### src/rtl/fetch_stage.sv
// Instruction fetch stage: drives the instruction-memory request, fills the IF/ID register
// through a one-entry skid buffer, and redirects on taken branches and jumps from decode.
module fetch_stage #(
  parameter logic [31:0] RESET_PC = 32'h0000_0000
) (
  input  logic        clk,
  input  logic        reset,
  input  logic        stall_id,
  input  logic        branch_taken,
  input  logic [31:0] branch_target,
  input  logic        jump,
  input  logic [25:0] jump_index,
  output logic        imem_req,
  output logic [31:0] imem_addr,
  input  logic        imem_ready,
  input  logic [31:0] imem_rdata,
  output logic        if_id_valid,
  output logic [31:0] if_id_instr,
  output logic [31:0] if_id_pc4,
  output logic [5:0]  op
);

  typedef enum logic [1:0] {StFetch, StFull, StKill} state_e;

  state_e      state_q, state_d;
  logic [31:0] pc_q, pc_d;
  logic [31:0] target_q, target_d;
  logic        valid_q, valid_d;
  logic [31:0] instr_q, instr_d;
  logic [31:0] pc4_q, pc4_d;
  logic [31:0] skid_instr_q, skid_instr_d;
  logic [31:0] skid_pc4_q, skid_pc4_d;

  logic        redirect;
  logic        consume;
  logic [31:0] redirect_target;
  logic [31:0] pc_plus4;

  // A redirect comes from the instruction sitting in IF/ID, so it only counts once decode takes it.
  assign consume         = valid_q & ~stall_id;
  assign redirect        = consume & (branch_taken | jump);
  assign redirect_target = branch_taken ? {branch_target[31:2], 2'b00}
                                        : {pc4_q[31:28], jump_index, 2'b00};
  assign pc_plus4        = pc_q + 32'd4;

  always_comb begin
    state_d      = state_q;
    pc_d         = pc_q;
    target_d     = target_q;
    valid_d      = valid_q;
    instr_d      = instr_q;
    pc4_d        = pc4_q;
    skid_instr_d = skid_instr_q;
    skid_pc4_d   = skid_pc4_q;
    unique case (state_q)
      StFetch: begin
        if (redirect) begin
          valid_d = 1'b0;
          instr_d = 32'h0;
          if (imem_ready) begin
            pc_d = redirect_target;
          end else begin
            // Request is still outstanding; hold its address and drop the word when it lands.
            state_d  = StKill;
            target_d = redirect_target;
          end
        end else if (imem_ready) begin
          pc_d = pc_plus4;
          if (consume || !valid_q) begin
            valid_d = 1'b1;
            instr_d = imem_rdata;
            pc4_d   = pc_plus4;
          end else begin
            skid_instr_d = imem_rdata;
            skid_pc4_d   = pc_plus4;
            state_d      = StFull;
          end
        end else if (consume) begin
          valid_d = 1'b0;
          instr_d = 32'h0;
        end
      end
      StFull: begin
        if (redirect) begin
          valid_d = 1'b0;
          instr_d = 32'h0;
          pc_d    = redirect_target;
          state_d = StFetch;
        end else if (!stall_id) begin
          valid_d = 1'b1;
          instr_d = skid_instr_q;
          pc4_d   = skid_pc4_q;
          state_d = StFetch;
        end
      end
      StKill: begin
        if (imem_ready) begin
          pc_d    = target_q;
          state_d = StFetch;
        end
      end
      default: state_d = StFetch;
    endcase
  end

  always_ff @(posedge clk or posedge reset) begin
    if (reset) begin
      state_q      <= StFetch;
      pc_q         <= RESET_PC;
      target_q     <= RESET_PC;
      valid_q      <= 1'b0;
      instr_q      <= 32'h0;
      pc4_q        <= 32'h0;
      skid_instr_q <= 32'h0;
      skid_pc4_q   <= 32'h0;
    end else begin
      state_q      <= state_d;
      pc_q         <= pc_d;
      target_q     <= target_d;
      valid_q      <= valid_d;
      instr_q      <= instr_d;
      pc4_q        <= pc4_d;
      skid_instr_q <= skid_instr_d;
      skid_pc4_q   <= skid_pc4_d;
    end
  end

  // Gated by reset so no request is seen while reset is held.
  assign imem_req    = ~reset & (state_q != StFull);
  assign imem_addr   = pc_q;
  assign if_id_valid = valid_q;
  assign if_id_instr = instr_q;
  assign if_id_pc4   = pc4_q;
  assign op          = instr_q[31:26];

endmodule
### config.mk
export PLATFORM = sky130hd
export DESIGN_NAME = fetch_stage
export DESIGN_NICKNAME = d
export VERILOG_FILES = /design/src/rtl/fetch_stage.sv
export SDC_FILE = /design/constraint.sdc
export NUM_CORES = 1
export LEC_CHECK = 0
export CAP_MARGIN = 20
export CELL_PAD_IN_SITES_DETAIL_PLACEMENT = 1
export CELL_PAD_IN_SITES_GLOBAL_PLACEMENT = 1
export CORE_UTILIZATION = 49
export DETAILED_ROUTE_END_ITERATION = 6
export DONT_BUFFER_PORTS = 1
export PLACE_DENSITY = 0.78
export SLEW_MARGIN = 20
export SYNTH_ARGS = -nofsm -noshare
export SYNTH_HDL_FRONTEND = slang
export SYNTH_SLANG_ARGS = --single-unit
### constraint.sdc
create_clock -name clk -period 6.7 [get_ports clk]
set_input_delay 1.005 -clock clk [delete_from_list [all_inputs] [get_ports clk]]
set_output_delay 1.005 -clock clk [all_outputs]
set_load 0.03 [all_outputs]
# After elaboration in Yosys (flattened, before gate mapping)
# Cells that the tools add are included.
# Widths: inputs -> output; s select.
# totals
register_bits,195
output_inout_bits,104
elab_cells,80
# classes
reduce_logical,11
add_sub_neg,1
eq_ne,16
n_bitwise,9
n_mux,35
# op_table
op,count
$mux 32,17
$pmux 32 s2,2
$pmux 32 s3,1
$add 32x3->32 const B,1
$mux 2,7
$ne 2x2->1 const B,7
$ne 3x3->1 const B,4
$reduce_and 4->1,3
$ne 4x4->1 const B,2
$mux 1,6
$pmux 2 s3,1
$reduce_and 6->1,1
$not 1->1,5
$reduce_and 5->1,1
$and 1x1->1,3
$reduce_and 3->1,1
$reduce_bool 3->1,1
$eq 2x1->1 const B,1
$eq 2x2->1 const B,1
$logic_not 2->1,1
$ne 2x1->1 const B,1
$pmux 1 s2,1
$reduce_bool 2->1,1
$logic_not 1->1,1
other kinds (2),2

# Logic depth before layout (Yosys ltp)
# Gate-level depths: netlist (run 1).
# depth
depth_word,7
ltp_mapped,10
mapped_depth_nobuf,7

# Least setup slack after synthesis (run 1)
# Ideal clock, no wire load.
# synth_timing
path_kind,register -> output
start,reg state_q[1]
end,out imem_req
slack_ps,3925
arrival_ps,1770
path_buffers,3
stages_incl_launch_ff,7
required_time_ps,5695
path_cell_list,dfrtp_1 > inv_1 > ha_1 > clkbuf_1 > clkbuf_1 > clkbuf_1 > nor2_1
# synth_between
elab_chain_len,2
# synth_rtl
element,line,text
"start, declared",25,"state_e state_q, state_d;"
"start signal, assigned",108,state_q <= StFetch;
"start signal, assigned",117,state_q <= state_d;
$ne 2x1->1,129,assign imem_req = ~reset & (state_q != StFull);
$and 1x1->1,129,
"end, declared",13,"output logic imem_req,"
# No other way between the ends.

# Worst setup path after layout (run 1)
# Same ends and word-level chain as after synthesis.

==> results by group, run 1 <==
Yosys
  • Compound-gate portion of the synthesized area: 0.192
  • EDFF count, synth: 0
  • Yosys synthesis warning count: 0
  • Avg Synthesized Cell Area: 9.78 µm²
  • Largest family of logic cells by synthesized area: compound AO/OA/AOI/OAI gates
  • Cells after synthesis: 989
  • Post-Synth Adder-Cell Area: 0.00647
  • Synth Cell Area: 9670 µm²
  • Seq cells post-synth: 187
  • Post-synthesis mux area share: 0.102
  • Synth Area in XOR/XNOR: 0.0208
  • Seq/Total Area, Yosys: 0.484
  • Post-synth cell types: 65
  • Simple logic cell fraction of the synthesized area: 0.147
  • Post-synth ARST share: 1.00
  • Top_reg_cell synth: dfrtp_1

Flow run
  • Max_cap viols: 0

Timing
  • Worst-Margin Slew: 0.973 ns
  • Fin Setup TNS: 0 ns
  • Setup violations, final: 0
  • Final min period: 3.29 ns
  • Worst Skew: 0.0108 ns
  • Fin. Hold Viols: 0
  • Tcrit/Tclk final: 0.491
  • Hold_ws: 0.483 ns
  • Highest Clock Rate: 0.304 GHz
  • RSZ-0062 raised after global routing: false
  • Max-slew violations: 0
  • Slew HR: 0.352

Global route
  • Initial antenna violation count: 0
  • Vias in the first global route: 7403
  • GRT Overall Usage: 0.276
  • Largest net degree at the start of global routing: 112
  • First-pass GRT wire length: 42.7 mm
  • Total congestion overflow: 0

Worst setup path
  • Delay-heaviest family, CP: buffers and inverters
  • Setup crit end kind: output pin
  • Slowest stage delay, CP: 0.54 ns
  • CP Class: reg2out
  • Worst setup SP type: flop
  • Crit path DAT: 2.29 ns
  • Critical path cell sequence: inv_1 -> ha_2 -> buf_4 -> nor2_1
  • Crit path required time: 5.69 ns
  • Crit Path Max Fanout: 31
  • Crit path buffers/inverters: 2
  • Slowest CP cell: ha_2

CTS
  • CTS tree: built
  • Clock Tree Root: clkbuf_16
  • Post-CTS setup buffers: 0
  • Clock H-tree levels: 4
  • CTS buffer count: 17
  • Clock Path Buffers: 2
  • Cts repair resizes: 0
  • Clock transition at path regs: 0.08 ns
  • Cts hold-fix bufs: 0
  • Sink Count: 187
  • Worst-Skew Late Latency: 0.44 ns

Final layout
  • Area taken by multi-input logic gates: 4590 µm²
  • Finished Core Util: 0.536
  • Storage cell area: 4680 µm²
  • Share of layout cells above drive strength 1: 0.142
  • Fillers: 2182
  • Final nets: 1044
  • Area Overhead vs Synth: 7.48%
  • # diodes: 0

Routing
  • Via count: 7635
  • # DRC: 0
  • WL final: 27.3 mm
  • First DRT Iteration DRCs: 427
  • Average wire per standard cell: 22.4 µm
  • Vias per Instance: 6.25
  • Post-DRT Antenna Nets: 0
  • TritonRoute pass-1 iters: 5

Power and ir drop
  • Switching Fraction: 0.487
  • Pwr/cell area: 572 nW/µm²
  • Power, Total: 0.00595 W
  • Worst vdd ir: 0.000278 V
  • Sequential Power Share: 0.455
  • P_sw: 0.00290 W
  • Int Power: 0.00305 W
  • Pleak: 4.30 nW
  • Gate power share: 0.374
  • Clock power share: 0.171

Die
  • Die Y: 143 µm
  • Initial Util: 0.499
  • Die X-Extent: 143 µm
  • Die area: 20300 µm²
  • I/O pin count: 200
  • Core area: 19400 µm²
  • Num rows: 51

Placement
  • Post-detail-place hpwl: 18.3 mm
  • IO buf count: 0
  • RD Place Congestion: 0.856

Outcome
  • Status: finished, final reports clean

Min path
  • HP Class: reg2reg
[cells by family (layout without fill, tap and decap cells)]
logic type               count (synthesis)  in the layout
AO/OA/AOI/OAI                          288            288
XOR/XNOR                                23             23
adder cells (fa/ha/maj)                  5              5
buffers and inverters                  104             68
flip-flops                             187            187
multiplexers                            90             90
other                                    1              4
AND/OR/NAND/NOR                        291            291
[power by group through the flow]
| stage | clock network, W | registers, W | logic, W |
|---|---|---|---|
| global route | 0.00107 | 0.00279 | 0.00248 |
| floorplan | 0 | 0.00249 | 0.00178 |
| global placement | 0 | 0.00270 | 0.00211 |
| detailed placement | 0 | 0.00273 | 0.00220 |
| finish | 0.00102 | 0.00271 | 0.00222 |
| CTS | 0.00104 | 0.00271 | 0.00222 |
[synth_stat cells, types with 16 or more instances]
| library cell | count | share of area |
|---|---|---|
| dfrtp_1 | 187 | 0.48 |
| nand2_1 | 87 | 0.034 |
| o211ai_1 | 20 | 0.016 |
| nor2_1 | 95 | 0.037 |
| inv_1 | 17 | 0.0066 |
| a22oi_1 | 38 | 0.029 |
| nand3_1 | 30 | 0.016 |
| o21ai_0 | 66 | 0.034 |
| buf_2 | 19 | 0.0098 |
| xnor2_1 | 16 | 0.014 |
| mux2_2 | 68 | 0.079 |
| a21oi_1 | 76 | 0.039 |
| clkbuf_1 | 51 | 0.020 |
| mux2i_1 | 22 | 0.023 |
[metal layers]
metal | up-vias | part of all wire | track usage
met4 | 0 | 0.020 | 0.0973
met1 | 3845 | 0.46 | 0.397
met5 | - | 0 | 0
met2 | 247 | 0.45 | 0.409
li1 | 3499 | - | -
met3 | 44 | 0.069 | 0.0622
[worst paths after layout]
kind                       depth (start not counted)           start  slack, ns              end
setup / recovery                                   4      state_q[1]       3.41         imem_req
max in group asynchronous                          2           reset       4.65  if_id_instr[26]
setup reg to reg                                   9      state_q[1]       3.62    imem_addr[25]
hold reg to reg                                    2  skid_pc4_q[18]       0.48   skid_pc4_q[18]
hold / removal                                     2  skid_pc4_q[18]       0.48   skid_pc4_q[18]
min in group asynchronous                          1           reset       0.57    if_id_pc4[22]
[flip-flops by register name, indices dropped and copies added (netlist names)]
| signal | flops |
|---|---|
| if_id_instr | 32 |
| target_q | 30 |
| skid_instr_q | 32 |
| if_id_valid | 1 |
| if_id_pc4 | 30 |
| state_q | 2 |
| imem_addr | 30 |
| skid_pc4_q | 30 |
[metrics by stage]
stage,area (µm²),setup slack (ns),cells
final,10400,3.41,1221
after global routing,10400,3.31,1221
after CTS,10400,3.39,1220
after detailed placement,9800,3.22,1188
after global placement,9800,3.26,1188
after floorplan,9690,0.610,992
[worst reg2reg max path: stages, from the launching register on]
cell and delay (ns):
dfrtp_1 0.43, inv_1 0.11, ha_2 0.55, inv_1 0.19
a21oi_4 0.14, buf_4 0.41, nor2_1 0.10, buf_4 0.27
a32oi_1 0.47, o311ai_0 0.24
[cells in the final DEF (no fill, tap or decap), types with 9 or more instances in the layout]
master / count
dfrtp_1: 187
nor2_1: 94
nand2_1: 87
a21oi_1: 76
mux2_2: 68
o21ai_0: 66
a22oi_1: 37
nand3_1: 30
mux2i_1: 22
o211ai_1: 20
buf_4: 18
clkbuf_16: 17
inv_1: 16
xnor2_1: 16
a22o_1: 13
nand4_1: 13
nor4_1: 13
nor3_1: 12
a31oi_1: 9
[area by class of cell]
cell class | count | share of cell area
multi-input cells | 701 | 0.441
clock inverters | 14 | 0.0144
clock buffers | 18 | 0.0413
flip-flops and latches | 187 | 0.450
inverters | 17 | 0.00686
repair buffers | 19 | 0.0144
well taps | 265 | 0.0319
(Power assumes the default switching activity.)
==> run 2, diff against run 1 <==
Settings changed: CORE_UTILIZATION 49 to 44, PLACE_DENSITY 0.78 to 0.74.
Clock period 6.7 ns to 3 ns, I/O delays scaled along.
==> results by group, run 2 (synthesis results as in run 1) <==
Timing
  • Worst-Margin Slew: 0.849 ns (-0.123 ns)
  • Max-slew violations: 0 (unchanged)
  • Setup violations, final: 0 (unchanged)
  • Final min period: 2.63 ns
  • RSZ-0062 raised after global routing: false
  • Slew HR: 0.430 (+0.0783)
  • Highest Clock Rate: 0.380 GHz
  • Tcrit/Tclk final: 0.877
  • Fin. Hold Viols: 0 (unchanged)
  • Final setup margin: 0.368 ns (-3.04 ns)
  • Fin Setup TNS: 0 ns (unchanged)
  • Worst Skew: 0.0111 ns (+0.000309 ns)

Placement
  • Pre-CTS WS: 0.451 ns (-2.77 ns)
  • RD Place Congestion: 0.868 (+1.4%)
  • Dpl cells: 1231 (+3.6%)
  • IO buf count: 0 (unchanged)
  • Post-DP Area: 10100 µm² (+3.4%)
  • Post-detail-place hpwl: 20.0 mm (+9.6%)

Final layout
  • Area Overhead vs Synth: 11.1%
  • Final nets: 1077 (+3.2%)
  • Fillers: 2341 (+7.3%)
  • Share of layout cells above drive strength 1: 0.170 (+0.0278)
  • Most frequent cells in the layout: dfrtp_1 (187), nor2_1 (94), nand2_1 (87), a21oi_1 (76), mux2_2 (68)
  • Commonest non-fill, non-tap cell in the layout: dfrtp_1
  • Layout Cell Area excl Fill: 10700 µm² (+3.3%)
  • # diodes: 0 (unchanged)
  • Fin cells: 1263 (+3.4%)

Global route
  • Total congestion overflow: 0 (unchanged)
  • Largest net degree at the start of global routing: 75 (-33%)
  • Initial antenna violation count: 0 (unchanged)
  • First-pass GRT wire length: 44.3 mm (+3.7%)
  • Vias in the first global route: 7667 (+3.6%)
  • GRT Overall Usage: 0.258 (-0.0182)

CTS
  • Clock Path Buffers: 2 (unchanged)
  • CTS buffer count: 17 (unchanged)
  • Clock transition at path regs: 0.08 ns (about the same)
  • Post-CTS setup buffers: 0 (unchanged)
  • Clock H-tree levels: 4 (unchanged)
  • CTS tree: built
  • Sink Count: 187 (unchanged)
  • Worst-Skew Late Latency: 0.44 ns (about the same)
  • Clock Tree Root: clkbuf_16

Worst setup path
  • CP Class: reg2reg
  • Crit Path Max Fanout: 11 (-65%)
  • Setup crit end kind: flop
  • CP endpoint: if_id_pc4[24]
  • Slowest CP cell: nand2_1
  • Reg-to-reg slack, setup: 0.37 ns (-3.25 ns)
  • Cell count of the worst reg-to-reg path: 7 (-2)
  • Slowest stage delay, CP: 0.44 ns (-0.10 ns)
  • RR Startpoint: state_q[0]
  • Crit path required time: 3.34 ns (-2.35 ns)
  • Worst setup SP type: flop
  • Crit path DAT: 2.97 ns (+0.68 ns)
  • CP startpoint: state_q[0]
  • Critical path cell sequence: inv_1 -> ha_1 -> nand2_1 -> a21oi_1 -> o21a_1 -> nand2_1 -> o211ai_1
  • Reg2reg end: if_id_pc4[24]
  • Crit-path most repeated cell: nand2_1

Power and ir drop
  • Pwr/cell area: 1280 nW/µm² (+120%)
  • Pleak: 4.50 nW (+4.5%)
  • Worst vdd ir: 0.000592 V (+110%)
  • Power, Total: 0.0138 W (+130%)

Die
  • I/O pin count: 200 (unchanged)
  • Die Y: 150 µm (+5.5%)
  • Die X-Extent: 150 µm (+5.5%)
  • Num rows: 53 (+3.9%)
  • Initial Util: 0.454 (-0.0442)
  • Core area: 21300 µm² (+9.7%)
  • Die area: 22600 µm² (+11%)

Min path
  • HP Class: in2reg
  • Hold depth: 1 (-1)

Routing
  • Vias per Instance: 6.10 (-2.4%)
  • # DRC: 0 (unchanged)
  • First DRT Iteration DRCs: 503 (+18%)
  • Via count: 7709 (+0.97%)
  • Average wire per standard cell: 22.6 µm (+0.98%)
  • WL final: 28.5 mm (+4.5%)
  • TritonRoute pass-1 iters: 5 (unchanged)
  • Post-DRT Antenna Nets: 0 (unchanged)

Flow run
  • Max_cap viols: 0 (unchanged)

Outcome
  • Status: finished, final reports clean
run 2: how the worst min path moves through the flow:
stage,from,endpoint,slack (ns)
6_report,imem_rdata[0],skid_instr_q[0],0.15
5_1_grt,imem_rdata[0],skid_instr_q[0],0.13
4_1_cts,imem_rdata[1],skid_instr_q[1],0.14
3_5_place_dp,reset,if_id_pc4[23],0.39
3_3_place_gp,reset,if_id_pc4[23],0.39
2_1_floorplan,skid_pc4_q[13],skid_pc4_q[13],0.45
run 2: metrics by stage:
stage,hold WS [ns],util
after global placement,0.390,0.476
final,0.152,0.505
after global routing,0.131,0.505
after floorplan,0.449,-
after detailed placement,0.388,0.476
after CTS,0.141,0.505
run 2: per-layer routing:
layer	share of wire	track usage	wire (µm)	vias up
li1	-	-	-	3554
met2	0.45	0.391	12900	241
met4	0.016	0.0717	457	0
met5	0	0	0	-
met1	0.48	0.374	13600	3886
met3	0.054	0.0518	1550	28
run 2: critical path, delay by kind of cell (launching register included):
kind	cells	cell delay (ns)
and+or+nand+nor	2	0.58
adders and majority gates	1	0.34
DFF	1	0.43
AOI/OAI and AO/OA	3	1.06
buffers and inverters	1	0.11
run 2: power by group:
group	leakage (nW)	internal, W	switching, W	total, W
registers	2.30	0.00373	0.00190	0.00563
clock network	0.293	0.00126	0.00107	0.00233
logic	1.90	0.00219	0.00361	0.00580
run 2: final cells by class:
type | instances | area, µm² | area share
well taps | 275 | 344 | 0.0320
clock buffers | 17 | 425 | 0.0396
inverters | 17 | 67.6 | 0.00629
multi-input cells | 701 | 4590 | 0.427
flip-flops and latches | 187 | 4680 | 0.436
repair buffers | 52 | 468 | 0.0436
clock inverters | 14 | 174 | 0.0162
run 2: what timing repair did:
action	CTS	global route
endpoints found under the setup margin	0	0
endpoints found under the hold margin	18	0
gates resized for setup	0	0
hold buffers	1	0
==> run 3, diff against run 2 <==
--- a/config.mk
+++ b/config.mk
@@ -6,8 +6,9 @@
 export NUM_CORES = 1
 export LEC_CHECK = 0
+export ABC_AREA = 1
 export CAP_MARGIN = 20
 export CELL_PAD_IN_SITES_DETAIL_PLACEMENT = 1
 export CELL_PAD_IN_SITES_GLOBAL_PLACEMENT = 1
-export CORE_UTILIZATION = 44
+export CORE_UTILIZATION = 42
 export DETAILED_ROUTE_END_ITERATION = 6
 export DONT_BUFFER_PORTS = 1
==> constraint.sdc (replaced) <==
create_clock -name clk -period 3 [get_ports clk]
set_input_delay 0.6 -clock clk [delete_from_list [all_inputs] [get_ports clk]]
set_output_delay 0.6 -clock clk [all_outputs]
set_load 0.03 [all_outputs]
==> results by group, run 3 <==
Outcome
  • Status: finished, final reports clean

Worst setup path
  • Crit path required time: 2.40 ns (-0.94 ns)
  • Critical path cell sequence: inv_1 -> ha_1 -> buf_4 -> nor2_1 -> buf_4
  • Crit path DAT: 2.06 ns (-0.91 ns)
  • Worst setup SP type: flop
  • Delay-heaviest family, CP: buffers and inverters
  • Crit path buffers/inverters: 3 (+2)
  • Crit Path Max Fanout: 43 (+32)
  • Slowest stage delay, CP: 0.46 ns (+0.02 ns)
  • Crit-path most repeated cell: buf_4
  • CP Class: reg2out
  • Slowest CP cell: buf_4
  • Setup crit end kind: output pin

CTS
  • Cts repair resizes: 0 (unchanged)
  • Cts hold-fix bufs: 0 (-1)
  • Sink Count: 187 (unchanged)
  • Clock Tree Root: clkbuf_16
  • Clock H-tree levels: 4 (unchanged)
  • CTS buffer count: 17 (unchanged)
  • Worst-Skew Late Latency: 0.45 ns (about the same)
  • Clock transition at path regs: 0.09 ns (about the same)
  • Clock Path Buffers: 2 (unchanged)
  • CTS tree: built
  • Post-CTS setup buffers: 0 (unchanged)

Timing
  • Final setup margin: 0.336 ns (-0.0321 ns)
  • Setup violations, final: 0 (unchanged)
  • Slew HR: 0.377 (-0.0531)
  • Max-slew violations: 0 (unchanged)
  • Hold_ws: 0.205 ns (+0.0533 ns)
  • Worst Skew: 0.0205 ns (+0.00938 ns)
  • Tcrit/Tclk final: 0.888 (+0.0107)
  • RSZ-0062 raised after global routing: false
  • Worst-Margin Slew: 0.933 ns (+0.0839 ns)
  • Highest Clock Rate: 0.375 GHz (-1.2%)
  • Fin. Hold Viols: 0 (unchanged)
  • Final min period: 2.66 ns (+0.0321 ns)

Routing
  • # DRC: 0 (unchanged)
  • TritonRoute pass-1 iters: 4 (-1)
  • WL final: 29.0 mm (+1.7%)
  • Post-DRT Antenna Nets: 0 (unchanged)
  • First DRT Iteration DRCs: 618 (+23%)
  • Average wire per standard cell: 19.0 µm (-16%)
  • Via count: 8436 (+9.4%)
  • Vias per Instance: 5.51 (-9.7%)

Flow run
  • Max_cap viols: 0 (unchanged)

Power and ir drop
  • Pwr/cell area: 1400 nW/µm² (+9.5%)
  • Worst vdd ir: 0.000568 V (-4.1%)
  • Pleak: 4.82 nW (+7.1%)

Yosys
  • Post-synth cell types: 32 (-51%)
  • Cells after synthesis: 1273 (+29%)
  • Synth Cell Area: 9780 µm² (+1.1%)
  • EDFF count, synth: 0 (unchanged)
  • Seq/Total Area, Yosys: 0.479 (-0.00514)
  • Most frequent cell after synthesis: nand2_1
  • Top_reg_cell synth: dfrtp_1
  • Area contributors post-synth: dfrtp_1 (48%), nand2_1 (13%), a21oi_1 (7.9%), o21ai_0 (6.4%), nor2_1 (4.6%)
  • Seq cells post-synth: 187 (unchanged)
  • Avg Synthesized Cell Area: 7.68 µm² (-21%)
  • Most frequent cells after synthesis: nand2_1 (344), dfrtp_1 (187), a21oi_1 (155)
  • Post-synth ARST share: 1.00 (unchanged)
  • Dominant cell type by area after synthesis: dfrtp_1
  • Yosys top cell area share: 0.479 (-0.00514)
  • Yosys synthesis warning count: 0 (unchanged)

Die
  • I/O pin count: 200 (unchanged)
  • Num rows: 55 (+3.8%)
  • Core area: 22700 µm² (+6.7%)
  • Die X-Extent: 155 µm (+2.9%)
  • Die area: 23900 µm² (+5.8%)
  • Initial Util: 0.431 (-0.0239)
  • Die Y: 155 µm (+2.9%)

Placement
  • Post-detail-place hpwl: 20.3 mm (+1.0%)
  • RD Place Congestion: 0.860 (-0.93%)
  • IO buf count: 0 (unchanged)
  • Pre-CTS WS: 0.607 ns (+0.156 ns)
  • Post-DP Area: 9890 µm² (-2.4%)

Global route
  • GRT Overall Usage: 0.252 (-0.00650)
  • Vias in the first global route: 8302 (+8.3%)
  • Largest net degree at the start of global routing: 148 (+97%)
  • Initial antenna violation count: 0 (unchanged)
  • Total congestion overflow: 0 (unchanged)
  • First-pass GRT wire length: 46.8 mm (+5.7%)

Final layout
  • Most frequent cells in the layout: nand2_1 (343), dfrtp_1 (187), a21oi_1 (155), o21ai_0 (126), nor2_1 (120)
  • Final nets: 1333 (+24%)
  • Commonest non-fill, non-tap cell in the layout: nand2_1
  • Layout Cell Area excl Fill: 10500 µm² (-2.3%)
  • # diodes: 0 (unchanged)
  • Area Overhead vs Synth: 7.32%
  • Share of layout cells above drive strength 1: 0.0867 (-0.0833)

Min path
  • HP Class: in2async
## run 3: cells by family after synthesis
logic type / after synthesis / synth area share
AND/OR/NAND/NOR: 540 / 0.223
AO/OA/AOI/OAI: 352 / 0.186
flip-flops: 187 / 0.479
adder cells (fa/ha/maj): 5 / 0.00640
buffers and inverters: 158 / 0.0734
multiplexers: 22 / 0.0248
XOR/XNOR: 8 / 0.00717
other: 1 / 0.000384
## run 3: path summary, 6_finish.rpt
| kind | start | end | slack, ns | depth (start not counted) |
|---|---|---|---|---|
| min in group clk | imem_rdata[0] | skid_instr_q[0] | 0.27 | 2 |
| worst min register to register | target_q[15] | target_q[15] | 0.50 | 2 |
| worst max register to register | state_q[0] | if_id_valid | 0.59 | 11 |
| worst max-delay path | state_q[1] | imem_req | 0.34 | 5 |
| worst min-delay path | reset | if_id_pc4[21] | 0.21 | 2 |
| max in group asynchronous | reset | imem_addr[30] | 2.11 | 2 |
## run 3: report_power, final
part	internal (W)	switching (W)
combinational	0.00201	0.00419
sequential	0.00383	0.00242
clock	0.00113	0.00114
total	0.00696	0.00775
## run 3: worst register-to-register path: cells and delay by family (launching register included)
kind	cells	cell delay, ns
AO/OA/AOI/OAI	3	0.44
adder cells (fa/ha/maj)	1	0.27
flip-flops	1	0.41
AND/OR/NAND/NOR	3	0.35
buffers and inverters	4	0.88
## run 3: stage by stage
step	total power (W)	util	TNS [ns]	std cells
5_1_grt	0.0159	0.462	0	1530
3_5_place_dp	0.0125	0.436	0	1498
6_report	0.0147	0.462	0	1530
3_3_place_gp	0.0122	0.436	0	1498
4_1_cts	0.0148	0.462	0	1530
2_1_floorplan	0.0108	-	-1.22	1276
## run 3: metal layers
| metal | vias to the layer above | share of wire | track usage |
|---|---|---|---|
| li1 | 4076 | - | - |
| met1 | 4126 | 0.49 | 0.375 |
| met2 | 213 | 0.44 | 0.369 |
| met3 | 21 | 0.055 | 0.0502 |
| met4 | 0 | 0.014 | 0.0712 |
| met5 | - | 0 | 0 |
## run 3: final cells by class
class / count / area (µm²)
tap: 285 / 357
clock inverter: 14 / 173
multi-input combinational: 931 / 4400
sequential: 187 / 4680
fill: 2801 / 12200
inverter: 76 / 289
timing repair buffer: 19 / 168
clock buffer: 18 / 429
